--- src/rtl/tff_bank_ctrl.sv ---
// tff_bank_ctrl: sequencer/arbiter for a bank of NCELLS temporal flip-flop cells.
// It turns write values into WE pulse widths and read events into cycle counts.
// It runs only one cell operation at a time.
//
// Ports
//   clk, rst                 : clock and synchronous active-high reset
//   clr_req/clr_addr/clr_ack : clear request (level), target cell, 1-cycle done pulse
//   wr_req/wr_addr/wr_val/wr_ack : write request, target cell, WE width in cycles, done pulse
//   rd_req/rd_addr/rd_ack    : read request, target cell, done pulse
//   rd_val/rd_timeout        : measured count and no-event/bad-address flag, valid with rd_ack
//   cell_we/cell_re          : per-cell write/read enables (one-hot or zero)
//   cell_rstb                : per-cell active-low clear
//   cell_evt                 : per-cell output, asynchronous to clk
//   busy                     : controller not idle
module tff_bank_ctrl #(
  parameter int NCELLS     = 8,
  parameter int AW         = 3,
  parameter int CW         = 6,
  parameter int CLR_CYCLES = 4
) (
  input  logic              clk,
  input  logic              rst,
  input  logic              clr_req,
  input  logic [AW-1:0]     clr_addr,
  output logic              clr_ack,
  input  logic              wr_req,
  input  logic [AW-1:0]     wr_addr,
  input  logic [CW-1:0]     wr_val,
  output logic              wr_ack,
  input  logic              rd_req,
  input  logic [AW-1:0]     rd_addr,
  output logic              rd_ack,
  output logic [CW-1:0]     rd_val,
  output logic              rd_timeout,
  output logic [NCELLS-1:0] cell_we,
  output logic [NCELLS-1:0] cell_re,
  output logic [NCELLS-1:0] cell_rstb,
  input  logic [NCELLS-1:0] cell_evt,
  output logic              busy
);

  localparam int CLRW = $clog2(CLR_CYCLES + 1);
  localparam int CNTW = (CW > CLRW) ? CW : CLRW;
  localparam logic [CW-1:0] VMAX = '1;

  typedef enum logic [2:0] {S_IDLE, S_CLEAR, S_WRITE, S_READ, S_ACK} state_t;

  state_t            state, state_nxt;
  logic              rst_q;
  logic [AW-1:0]     addr_q;
  logic [CW-1:0]     val_q;
  logic              bad_q;
  logic              rr_rd;
  logic [CNTW-1:0]   cnt;
  logic [NCELLS-1:0] evt_s1, evt_s2, evt_s3, evt_edge;
  logic [NCELLS-1:0] sel;
  logic              grant_clr, grant_wr, grant_rd, grant_any;
  logic [AW-1:0]     gaddr;
  logic [31:0]       gaddr_ext;
  logic              rd_hit, op_done;

  // Arbitration: clear wins; write/read alternate when both are pending.
  always_comb begin
    grant_clr = (state == S_IDLE) && clr_req;
    grant_wr  = (state == S_IDLE) && !clr_req && wr_req && (!rd_req || !rr_rd);
    grant_rd  = (state == S_IDLE) && !clr_req && rd_req && (!wr_req || rr_rd);
    grant_any = grant_clr | grant_wr | grant_rd;
    gaddr     = grant_clr ? clr_addr : (grant_wr ? wr_addr : rd_addr);
    gaddr_ext = 32'(gaddr);
  end

  always_comb begin
    sel = '0;
    for (int unsigned i = 0; i < NCELLS; i++)
      sel[i] = !bad_q && (addr_q == AW'(i));
  end

  // The edge is registered once more, so an event lands 3 cycles after cell_evt rises.
  assign rd_hit = |(evt_edge & sel);

  always_comb begin
    op_done = 1'b0;
    unique case (state)
      S_CLEAR: op_done = bad_q || (cnt == CNTW'(CLR_CYCLES));
      S_WRITE: op_done = bad_q || (cnt == CNTW'(val_q));
      S_READ:  op_done = bad_q || rd_hit || (cnt == CNTW'(VMAX));
      default: op_done = 1'b0;
    endcase
  end

  // State register plus captured operands.
  always_ff @(posedge clk) begin
    if (rst) begin
      state    <= S_IDLE;
      rst_q    <= 1'b1;
      addr_q   <= '0;
      val_q    <= '0;
      bad_q    <= 1'b0;
      rr_rd    <= 1'b0;
      cnt      <= '0;
      evt_s1   <= '0;
      evt_s2   <= '0;
      evt_s3   <= '0;
      evt_edge <= '0;
    end else begin
      state    <= state_nxt;
      rst_q    <= 1'b0;
      evt_s1   <= cell_evt;
      evt_s2   <= evt_s1;
      evt_s3   <= evt_s2;
      evt_edge <= evt_s2 & ~evt_s3;
      if (grant_any) begin
        cnt    <= '0;
        addr_q <= gaddr;
        val_q  <= wr_val;
        bad_q  <= (gaddr_ext >= 32'(NCELLS));
        if (grant_wr) rr_rd <= 1'b1;
        if (grant_rd) rr_rd <= 1'b0;
      end else if (state != S_IDLE && state != S_ACK) begin
        cnt <= cnt + CNTW'(1);
      end
    end
  end

  // Next-state logic.
  always_comb begin
    state_nxt = state;
    unique case (state)
      S_IDLE: begin
        if (grant_clr)     state_nxt = S_CLEAR;
        else if (grant_wr) state_nxt = S_WRITE;
        else if (grant_rd) state_nxt = S_READ;
      end
      S_CLEAR, S_WRITE, S_READ: if (op_done) state_nxt = S_ACK;
      S_ACK:   state_nxt = S_IDLE;
      default: state_nxt = S_IDLE;
    endcase
  end

  // Outputs: the final cycle of each operation carries the ack and drops the cell line.
  always_comb begin
    clr_ack    = 1'b0;
    wr_ack     = 1'b0;
    rd_ack     = 1'b0;
    rd_val     = '0;
    rd_timeout = 1'b0;
    cell_we    = '0;
    cell_re    = '0;
    cell_rstb  = rst_q ? '0 : '1;
    if (!rst_q) begin
      unique case (state)
        S_CLEAR: begin
          if (op_done) clr_ack = 1'b1;
          else         cell_rstb = ~sel;
        end
        S_WRITE: begin
          if (op_done) wr_ack = 1'b1;
          else         cell_we = sel;
        end
        S_READ: begin
          if (op_done) begin
            rd_ack     = 1'b1;
            rd_timeout = bad_q || !rd_hit;
            rd_val     = bad_q ? '0 : cnt[CW-1:0];
          end else begin
            cell_re = sel;
          end
        end
        default: ;
      endcase
    end
  end

  assign busy = (state != S_IDLE);

  a_one_cell: assert property (@(posedge clk) disable iff (rst || rst_q)
    $onehot0(cell_we | cell_re | ~cell_rstb));

endmodule

--- config.mk ---
export PLATFORM = sky130hd
export DESIGN_NAME = tff_bank_ctrl
export DESIGN_NICKNAME = d
export VERILOG_FILES = /design/src/rtl/tff_bank_ctrl.sv
export SDC_FILE = /design/constraint.sdc
export NUM_CORES = 1
export LEC_CHECK = 0
export CORE_UTILIZATION = 43
export DETAILED_ROUTE_END_ITERATION = 8
export GPL_TIMING_DRIVEN = 0
export HOLD_SLACK_MARGIN = 0.1
export MAX_ROUTING_LAYER = met4
export PLACE_DENSITY = 0.84
export SLEW_MARGIN = 30
export SYNTH_ARGS = -nofsm -noshare
export SYNTH_HDL_FRONTEND = slang
export SYNTH_SLANG_ARGS = --single-unit
--- constraint.sdc ---
create_clock -name clk -period 2.08 [get_ports clk]
set_input_delay 0.312 -clock clk [delete_from_list [all_inputs] [get_ports clk]]
set_output_delay 0.312 -clock clk [all_outputs]
set_load 0.02 [all_outputs]
# Yosys cells after proc, flatten, opt, wreduce, memory -nomap -nowiden
# Cells that the tools add are included.
# totals
regBits,53
in_bits,28
out_inout_bits,35
elab_cells,106
# classes
n_addsub,1
order_cmp,1
eq_ne,16
n_mux,34
n_bitwise,6
reduce_logical,37
# ops
op,n
two-way mux 8 bit,9
two-way mux 6 bit,4
two-way mux 3 bit,6
AND 8 bit,2
NOT 8 bit,2
logical AND 1 bit,15
two-way mux 1 bit,13
== test 3 x 2 -> 1 bit (second input constant),4
== test 3 bit (second input constant),4
OR reduction 8 bit,1
logical OR 1 bit,7
adder 6 x 1 -> 6 bit (second input constant),1
== test 3 x 1 -> 1 bit (second input constant),2
== test 6 x 3 -> 1 bit (second input constant),1
== test 6 bit,1
== test 6 bit (second input constant),1
zero test 1 bit,6
zero test 3 bit,2
case mux 3 bit (2 select lines),1
>= comparator 3 x 4 -> 1 bit (second input constant),1
!= test 4 bit (second input constant),1
AND reduction 2 bit,2
!= test 3 bit (second input constant),1
case mux 1 bit (3 select lines),1
other kinds (6),7

# Depth between registers and ports, before layout
# Gate-level depths: netlist (run 1).
# logic_depth
ltp_word,10
mapped_depth,8
ltp_nobuf,6

# Worst setup path before layout (run 1)
# Ideal clock, no wire load.
# synth_timing
path_kind,register to output
startpoint,reg state[1]
endpoint,out clr_ack
arrival_ns,2.231
required_time_ns,1.768
slack_ns,-0.463
path_stages_with_launch,8
path_buffers,2
cell_sequence,dfxtp_1 buf_4 or3b_1 buf_2 or3_1 a211oi_2 nand4_2 nor4_2
# synth_between
elab_chain_len,5
word_cells_on_any_way,7
cone_classes,eq/ne: 3; mux: 4
# synth_lines
item,line_no,rtl
"start, declared",48,"state_t state, state_nxt;"
"start signal, assigned",106,state <= state_nxt;
== test 3 x 2 -> 1 bit / == test 3 x 1 -> 1 bit (equally long branches),"83, 151",
case mux 1 bit (3 select lines),83,unique case (state)
two-way mux 1 bit,153,if (op_done) clr_ack = 1'b1;
two-way mux 1 bit *,151,unique case (state)
two-way mux 1 bit *,150,if (!rst_q) begin
"end, declared",25,"output logic clr_ack,"
# Mark *: on every way between the ends. The rest lies on a longest branch, timed or not.

# Worst setup path in the final report (run 1)
# layout_timing
startpoint,reg state[2]
endpoint,out cell_rstb[5]
# layout_between
elab_chain_len,5
word_cells_on_any_way,7
cone_classes,eq/ne: 3; mux: 4
# layout_lines
item,line_no,rtl
== test 3 x 2 -> 1 bit / == test 3 x 1 -> 1 bit (equally long branches),"83, 151",
case mux 1 bit (3 select lines),83,
two-way mux 8 bit,153,
two-way mux 8 bit *,151,
two-way mux 8 bit *,150,
"end, declared",37,"output logic [NCELLS-1:0] cell_rstb,"
# Marks and branches as above.

==> metrics.yaml, run 1 <==
status: "finished with violations"
violations: "DRC, setup timing"
yosysTopAreaCellShare_pct: 45.5
fp.dieH_um: 74.9
drc_errors: 1
worstPathMaxFanout: 5
path_class: "reg -> out"
synth-edff-count: 0
finalCriticalPeriod_ps: 2840
die_x_um: 74.9
vias_per_cell: 5.14
synth_cell_types: 45
cts_buffers: 5
slowest_delay_ps: 390
grt_use_total_pct: 20.8
start_kind: "flip-flop"
place_congestion: 0.814
diodes: 0
min_path_type: "reg -> reg"
io_buffers: 60
utilization_pct: 70.5
cp_slowest_cell: "or3_4"
place_inst: 383
cap_violations: 0
vias: 2104
timing.final.ws_setup_ps: -761
yosys.area.top_type: "dfxtp_1"
syn2layout_area_growth_pct: 57.5
leakagePower_nw: 1.35
worst_slew_pin_slew_ps: 808
final_cell_mix: "dfxtp_1, nor2b_1, buf_6, clkdlybuf4s50_1"
dpl_cell_area_mm2: 0.00310
nFillCells: 387
synth_area_mm2: 0.00229
dr.max_layer_used: "met4"
syn_avg_cell_area_um2: 9.04
endpoint_kind: "output port"
crit_top_cell: "buf_6"
crit_chain: "or3b_4 > or3_4 > a211oi_4 > buf_4 > nand4_4 > buf_6 > a41oi_2 > buf_6"
path_clk_slew_ps: 100
ant_nets: 0
vdd_ir_drop_max_uv: 554
dp_hpwl_um: 3630
final_max_slew_viol_count: 0
grt_max_degree: 19
dr.pass1.iters: 7
slew_headroom_pct: 45.9
drive_gt1_share_pct: 37.2
rows: 26
final_cell_area_mm2: 0.00360
final_cells: 409
m1WireLength_um: 2490
rsz0062_at_grt: "yes"
ys_seq_elements: 52
nets: 367
grt_pass1_vias: 1867
num_io_pins: 63
arrival_ps: 2530
total_power_mw: 2.57
cts_tree: "built"
syn-instance-count: 253
antenna_found_initial: 0
hold_ws_ps: 386
wl_met3_um: 388
grt-ovfl-total: 0
layout_commonest_cell: "dfxtp_1"
cts_sinks: 52
ys_seq_area_share_pct: 45.5
ys_async_sr_fraction_pct: 0
synth_ff_type: "dfxtp_1"
max_freq_ghz: 0.352
wirelength_um: 5850
synthTopCellsByArea: "dfxtp_1, nor2b_1, nor2_1, mux2i_1, nand2_1"
h-tree-depth: 2
post-place-ws_ps: -1040
setup_viol: 37
first_iter_violations: 87
setup_tns_ps: -20070
hold_violations: 0
grt_pass1_wl_um: 8680
core_mm2: 0.00511
initial_core_util_pct: 44.8
power.density_mw_per_mm2: 713
clock-root-buffer: "clkbuf_8"
finalCritPeriodShare_pct: 137
yosys_warnings: 0
wl_met2_um: 2840
die_area_mm2: 0.00561
wire_per_inst_um: 14.3
clk_latency_ps: 300
ctsLongestPathBuffers: 2
critPathRequiredTime_ps: 1770
fin_skew_ps: 7.22
syn_nets: 282
## final cells by class
| cell class | instances | area, um2 | share of cell area [%] |
|---|---|---|---|
| plain buffers | 10 | 56.3 | 1.56 |
| clock buffers | 5 | 68.8 | 1.91 |
| clock inverters | 3 | 25.0 | 0.695 |
| inverters | 2 | 7.51 | 0.208 |
| multi-input cells | 183 | 1450 | 40.3 |
| flip-flops and latches | 52 | 1060 | 29.4 |
| well taps | 70 | 87.6 | 2.43 |
| repair buffers | 84 | 845 | 23.5 |
## kinds of logic (layout without fill, tap and decap cells)
logic type	after synthesis	after routing	synth area share (%)
flip-flops	52	52	45.5
XOR/XNOR	8	8	3.07
multiplexers	12	12	5.80
buffers and inverters	18	104	3.34
AO/OA/AOI/OAI	33	33	10.7
adder cells (fa/ha/maj)	1	1	0.547
AND/OR/NAND/NOR	129	129	31.0
## state kept, by name, summed over array words and instances (netlist names)
register / flops
evt_edge: 8
evt_s1: 8
evt_s2: 8
evt_s3: 8
cnt: 6
val_q: 6
addr_q: 3
state: 3
rr_rd: 1
rst_q: 1
## Yosys cell counts, types with 2 or more instances
| master | instances |
|---|---|
| dfxtp_1 | 52 |
| nor3_1 | 4 |
| nand2b_1 | 4 |
| nor2_1 | 35 |
| o21ai_0 | 5 |
| a31oi_1 | 7 |
| nor2b_1 | 40 |
| mux2i_1 | 11 |
| a41oi_1 | 2 |
| nand3_1 | 2 |
| or3_1 | 2 |
| a22oi_1 | 3 |
| xor2_1 | 3 |
| a21oi_1 | 4 |
| nor3_2 | 2 |
| nand3b_1 | 2 |
| or2_2 | 3 |
| inv_1 | 2 |
| buf_2 | 4 |
| nand4_1 | 2 |
| nor3b_1 | 3 |
| nand2_1 | 16 |
| xnor2_1 | 5 |
| and3_1 | 7 |
| clkbuf_1 | 10 |
| a32oi_1 | 3 |
| a211oi_2 | 2 |
## layer usage
layer | GRT usage, % | vias up
li1 | - | 1032
met1 | 26.1 | 968
met2 | 34.9 | 92
met3 | 3.35 | 12
met4 | 5.45 | 0
met5 | - | -
## where the power goes
part           switching (mW)  internal (mW)
combinational           0.436          0.395
clock                   0.345          0.246
sequential             0.0719           1.07
total                   0.853           1.71
## worst paths after layout
| path | end | from | cells after the start | slack, ps |
|---|---|---|---|---|
| setup / recovery | cell_rstb[5] | state[2] | 8 | -760 |
| hold / removal | evt_edge[7] | evt_s3[7] | 1 | 390 |
| setup reg to reg | state[1] | state[2] | 9 | -330 |
| hold reg to reg | evt_edge[7] | evt_s3[7] | 1 | 390 |
## critical path: cells and delay by family (launching register included)
family / cells / cell delay [ps]
compound gates: 2 / 450
buf+inv: 3 / 490
flops: 1 / 370
simple gates: 3 / 920
## what timing repair did
| item | in CTS | in global routing |
|---|---|---|
| gates resized for setup | 211 | 54 |
| hold buffers | 0 | 0 |
| endpoints found under the setup margin | 51 | 54 |
| cloned | 1 | 1 |
| buffers inserted | 16 | 10 |
| pin swaps | 7 | 11 |
(Power assumes the default switching activity.)
==> run 2, diff against run 1 <==
Settings changed: CORE_UTILIZATION 43 to 45, CTS_BUF_LIST set to sky130_fd_sc_hd__clkbuf_8, PLACE_DENSITY 0.84 to 0.87.
==> run 2 against run 1 <==
Compared with the run above:
- the flow finishes with violations (setup timing)
- global-route usage grew 3.2 points
- maximum frequency shrank 3.4%
- cell count shrank 0.24%
- largest cell class unchanged
==> metrics.yaml, run 2 (same netlist as run 1, synthesis figures left out) <==
status: "finished with violations"  # unchanged
violations: "setup timing"  # was DRC, setup timing
diodes: 0  # unchanged
clock-root-buffer: "clkbuf_8"  # unchanged
ant_nets: 0  # unchanged
cts.hold.buffers_added: 0  # unchanged
path_clk_slew_ps: 90  # was 100 ps
num_io_pins: 63  # unchanged
min_path_type: "reg -> reg"  # unchanged
leakagePower_nw: 1.33  # was 1.35 nW
rsz0062_at_grt: "yes"  # unchanged
dp_hpwl_um: 3630  # about the same
layout_commonest_cell: "dfxtp_1"  # unchanged
setup_viol: 54  # was 37
grt_use_total_pct: 24.0  # was 20.8%
path_class: "reg -> out"  # unchanged
cts_tree: "built"  # unchanged
max_freq_ghz: 0.340  # was 0.352 GHz
drc_errors: 0  # was 1
power.density_mw_per_mm2: 758  # was 713 mW/mm2
final_cell_mix: "dfxtp_1, nor2b_1, clkdlybuf4s50_1, nor2_1, buf_6"  # was dfxtp_1, nor2b_1, buf_6, clkdlybuf4s50_1
vias_per_cell: 5.28  # was 5.14
dr.pass1.iters: 4  # was 7
initial_core_util_pct: 47.5  # was 44.8%
fin_skew_ps: 5.65  # was 7.22 ps
slowest_delay_ps: 410  # was 390 ps
hold_violations: 0  # unchanged
finalCriticalPeriod_ps: 2940  # was 2840 ps
io_buffers: 60  # unchanged
rows: 25  # was 26
final_max_slew_viol_count: 0  # unchanged
h-tree-depth: 2  # unchanged
post-place-ws_ps: -1080  # was -1040 ps
vias: 2153  # was 2104
clk_latency_ps: 310  # was 300 ps
nets: 369  # was 367
first_iter_violations: 126  # was 87
syn2layout_area_growth_pct: 55.6  # was 57.5%
die_area_mm2: 0.00537  # was 0.00561 mm2
timing.final.ws_setup_ps: -861  # was -761 ps
grt_pass1_vias: 1987  # was 1867
worstPathMaxFanout: 5  # unchanged
grt_pass1_wl_um: 9340  # was 8680 um
drive_gt1_share_pct: 31.7  # was 37.2%
place_congestion: 0.827  # was 0.814
cp_slowest_cell: "or3b_4"  # was or3_4
crit_top_cell: "buf_4"  # was buf_6
wire_per_inst_um: 15.0  # was 14.3 um
antenna_found_initial: 0  # unchanged
wirelength_um: 6110  # was 5850 um
grt_max_degree: 17  # was 19
fp.dieH_um: 73.3  # was 74.9 um
ctsLongestPathBuffers: 2  # unchanged
worst_slew_pin_slew_ps: 941  # was 808 ps
core_mm2: 0.00482  # was 0.00511 mm2
crit_chain: "or3b_4 > or3_4 > a211oi_4 > buf_4 > nand4_4 > buf_6 > nor4_4 > buf_4"  # was or3b_4 > or3_4 > a211oi_4 > buf_4 > nand4_4 > buf_6 > a41oi_2 > buf_6
hold_ws_ps: 385  # was 386 ps
cts_buffers: 5  # unchanged
cap_violations: 0  # unchanged
vdd_ir_drop_max_uv: 537  # was 554 uV
die_x_um: 73.3  # was 74.9 um
arrival_ps: 2630  # was 2530 ps
critPathRequiredTime_ps: 1770  # about the same
slew_headroom_pct: 37.3  # was 45.9%
start_kind: "flip-flop"  # unchanged
finalCritPeriodShare_pct: 141  # was 137%
cts_sinks: 52  # unchanged
grt-ovfl-total: 0  # unchanged
endpoint_kind: "output port"  # unchanged
## run 2: cell types whose count changed in the layout (fill, tap and decap cells not counted), moves of 2 or more
cell	change
nor2_1	+3
dfxtp_4	-3
dfxtp_1	+3
buf_4	+2
nor2_2	+5
nor2b_4	-2
nor2_4	-8
buf_6	-7
clkdlybuf4s50_1	+8
inv_1	+2
clkbuf_1	+2
a31oi_4	+5
a31oi_2	-5
## run 2: critical path: cells and delay by family, from the launching register on
kind                   cells  cell delay, ps
AO/OA/AOI/OAI              1             230
buffers and inverters      3             530
flip-flops                 1             370
AND/OR/NAND/NOR            4            1190
## run 2: path summary, 6_finish.rpt
path,startpoint,endpoint,slack [ps],cells after the start
setup reg to reg,state[0],state[1],-410,10
hold reg to reg,evt_s3[1],evt_edge[1],390,1
setup / recovery,state[0],clr_ack,-860,8
hold / removal,evt_s3[1],evt_edge[1],390,1
## run 2: layout make-up
| type | instances | area [um2] |
|---|---|---|
| Clock inverter | 3 | 42.5 |
| Sequential cell | 52 | 1050 |
| Clock buffer | 5 | 68.8 |
| Tap cell | 67 | 83.8 |
| Fill cell | 334 | 1260 |
| Multi-Input combinational cell | 183 | 1430 |
| Inverter | 2 | 7.51 |
| Timing Repair Buffer | 83 | 816 |
| Buffer | 13 | 63.8 |
## run 2: per-stage QoR
stage / cells / utilization, % / TNS [ps] / area, um2 / power [mW]
after floorplan: 253 / - / -8730 / 2410 / 1.60
after global placement: 380 / 64.2 / -26760 / 3090 / 1.77
after detailed placement: 380 / 64.2 / -29130 / 3090 / 1.79
after CTS: 404 / 72.0 / -32310 / 3470 / 2.61
after global routing: 408 / 73.8 / -31360 / 3560 / 2.80
final: 408 / 73.8 / -26770 / 3560 / 2.69
## run 2: repair_timing
action / 4_1_cts / 5_1_grt
pin swaps: 6 / 5
gates resized for setup: 178 / 15
setup endpoints to repair: 54 / 54
setup buffers: 17 / 7
## run 2: routing by layer
metal  vias to the layer above  share of wire, %  GRT usage [%]
met4                         0               2.4           9.80
met1                      1004                39           26.5
met3                        14               7.2           4.94
met2                        96                51           42.2
met5                         -                 0              -
li1                       1039                 -              -
## run 2: report_power, final
group          switching (mW)  internal (mW)
Combinational           0.469          0.405
Sequential             0.0649           1.07
Clock                   0.326          0.359
==> run 3, diff against run 2 <==
Settings changed: SETUP_SLACK_MARGIN set to 0.05, SLEW_MARGIN 30 to 20.
==> run 3 against run 2 <==
Compared with the run above:
- the run still ends with setup timing left
- cell area up 0.18%
- critical path depth grew 1
- worst hold slack better by 2.7 ps
- register-to-register slack got worse by 80 ps
- clock skew down 0.77 ps
- flip-flop and latch count unchanged
- non-clock buffer count is 2 higher
- setup slack worse by 62 ps
- total power about the same
- routed wire length up 1.1%
- first-iteration DRC count up 31%
- critical endpoint unchanged
- largest power group unchanged
==> metrics.yaml, run 3 (same netlist as run 1, synthesis figures left out) <==
dpl_cell_area_mm2: 0.00309  # unchanged
seqCellArea_mm2: 0.00105  # about the same
grt_pass1_wl_um: 9340  # unchanged
ant_nets: 0  # unchanged
crit_chain: "or3b_1 > buf_6 > or3_4 > a211oi_4 > buf_4 > nand4_4 > buf_6 > nor4_4 > buf_4"  # was or3b_4 > or3_4 > a211oi_4 > buf_4 > nand4_4 > buf_6 > nor4_4 > buf_4
dr.pass1.iters: 4  # unchanged
worstPathMaxFanout: 5  # unchanged
fin_skew_ps: 4.89  # was 5.65 ps
utilization_pct: 73.9  # was 73.8%
leakagePower_nw: 1.34  # was 1.33 nW
drive_gt1_share_pct: 30.3  # was 31.7%
grt-ovfl-total: 0  # unchanged
finalCritPeriodShare_pct: 144  # was 141%
core_mm2: 0.00482  # unchanged
fp.dieH_um: 73.3  # unchanged
status: "finished with violations"  # unchanged
wl_met3_um: 481  # was 438 um
cts.hold.buffers_added: 0  # unchanged
path_class: "reg -> out"  # unchanged
setup_tns_ps: -31820  # was -26770 ps
nFillCells: 328  # was 334
max_freq_ghz: 0.333  # was 0.340 GHz
cts_sinks: 52  # unchanged
grt_pass1_vias: 1987  # unchanged
final_cell_mix: "dfxtp_1, nor2b_1, clkdlybuf4s50_1, nor2_1, buf_6"  # unchanged
wl_met2_um: 3160  # was 3120 um
min_path_type: "reg -> reg"  # unchanged
critPathRequiredTime_ps: 1770  # about the same
ctsLongestPathBuffers: 2  # unchanged
diodes: 0  # unchanged
violations: "setup timing"  # unchanged
clk_latency_ps: 310  # about the same
endpoint_kind: "output port"  # unchanged
first_iter_violations: 165  # was 126
cp_slowest_cell: "or3b_1"  # was or3b_4
total_power_mw: 2.69  # about the same
wirelength_um: 6170  # was 6110 um
vias_per_cell: 5.34  # was 5.28
h-tree-depth: 2  # unchanged
cap_violations: 0  # unchanged
arrival_ps: 2690  # was 2630 ps
num_io_pins: 63  # unchanged
antenna_found_initial: 0  # unchanged
vias: 2191  # was 2153
timing.final.ws_setup_ps: -923  # was -861 ps
path_clk_slew_ps: 90  # about the same
m1WireLength_um: 2370  # was 2400 um
hold_violations: 0  # unchanged
cts_tree: "built"  # unchanged
final_max_slew_viol_count: 0  # unchanged
multi_input_area_mm2: 0.00141  # was 0.00143 mm2
cts_buffers: 5  # unchanged
dr.max_layer_used: "met4"  # unchanged
power.density_mw_per_mm2: 756  # was 758 mW/mm2
setup_viol: 54  # unchanged
slew_headroom_pct: 22.1  # was 37.3%
io_buffers: 60  # unchanged
hold_ws_ps: 388  # was 385 ps
nets: 371  # was 369
grt_max_degree: 17  # unchanged
slowest_delay_ps: 380  # was 410 ps
final_cell_area_mm2: 0.00356  # about the same
wire_per_inst_um: 15.1  # was 15.0 um
dp_hpwl_um: 3630  # unchanged
die_x_um: 73.3  # unchanged
rows: 25  # unchanged
finalCriticalPeriod_ps: 3000  # was 2940 ps
place_congestion: 0.827  # unchanged
initial_core_util_pct: 47.5  # unchanged
start_kind: "flip-flop"  # unchanged
vdd_ir_drop_max_uv: 724  # was 537 uV
die_area_mm2: 0.00537  # unchanged
rsz0062_at_grt: "yes"  # unchanged
layout_commonest_cell: "dfxtp_1"  # unchanged
drc_errors: 0  # unchanged
syn2layout_area_growth_pct: 55.8  # was 55.6%
worst_slew_pin_slew_ps: 1160  # was 941 ps
clock-root-buffer: "clkbuf_8"  # unchanged
grt_use_total_pct: 24.0  # unchanged
[run 3: changes by cell type in the layout (fill, tap and decap cells not counted), sizes merged]
cell,change
buf,+2
[run 3: path summary, 6_finish.rpt]
kind         startpoint          end  cells past startpoint  slack, ps
max            state[2]      clr_ack                      9       -920
min           evt_s3[0]  evt_edge[0]                      1        390
max reg2reg    state[2]     state[1]                     11       -490
min reg2reg   evt_s3[0]  evt_edge[0]                      1        390
[run 3: area by class of cell]
cell class | instances | share of cell area (%)
multi-input cells | 183 | 39.6
flip-flops and latches | 52 | 29.5
repair buffers | 84 | 23.1
well taps | 67 | 2.35
plain buffers | 14 | 2.11
clock buffers | 5 | 1.93
clock inverters | 3 | 1.19
inverters | 2 | 0.211
[run 3: critical path: cells and delay by family, from the launching register on]
family	cells	cell delay, ps
simple gates	4	1120
buf+inv	4	660
flops	1	360
compound gates	1	240
[run 3: stage by stage]
stage / instances / worst slack, ps
after floorplan: 253 / -436
after global placement: 380 / -1010
after detailed placement: 380 / -1080
after CTS: 404 / -938
after global routing: 410 / -999
final: 410 / -923
[run 3: layer usage]
metal  up-vias  track usage [%]
met5         -                -
met4         0             9.80
met3        16             4.94
met2       105             42.2
met1      1028             26.5
li1       1042                -
[run 3: what timing repair did]
item                       4_1_cts  5_1_grt
setup endpoints to repair       54       54
pin swaps                        6        4
setup buffers                   17        8
gates resized for setup        178       11
[run 3: report_power, final]
part           switching [mW]  total [mW]  internal, mW  leakage, nW
Sequential             0.0658        1.14          1.07        0.428
Combinational           0.467       0.875         0.408        0.847
Clock                   0.326       0.684         0.359       0.0599
Total                   0.858        2.69          1.84         1.34
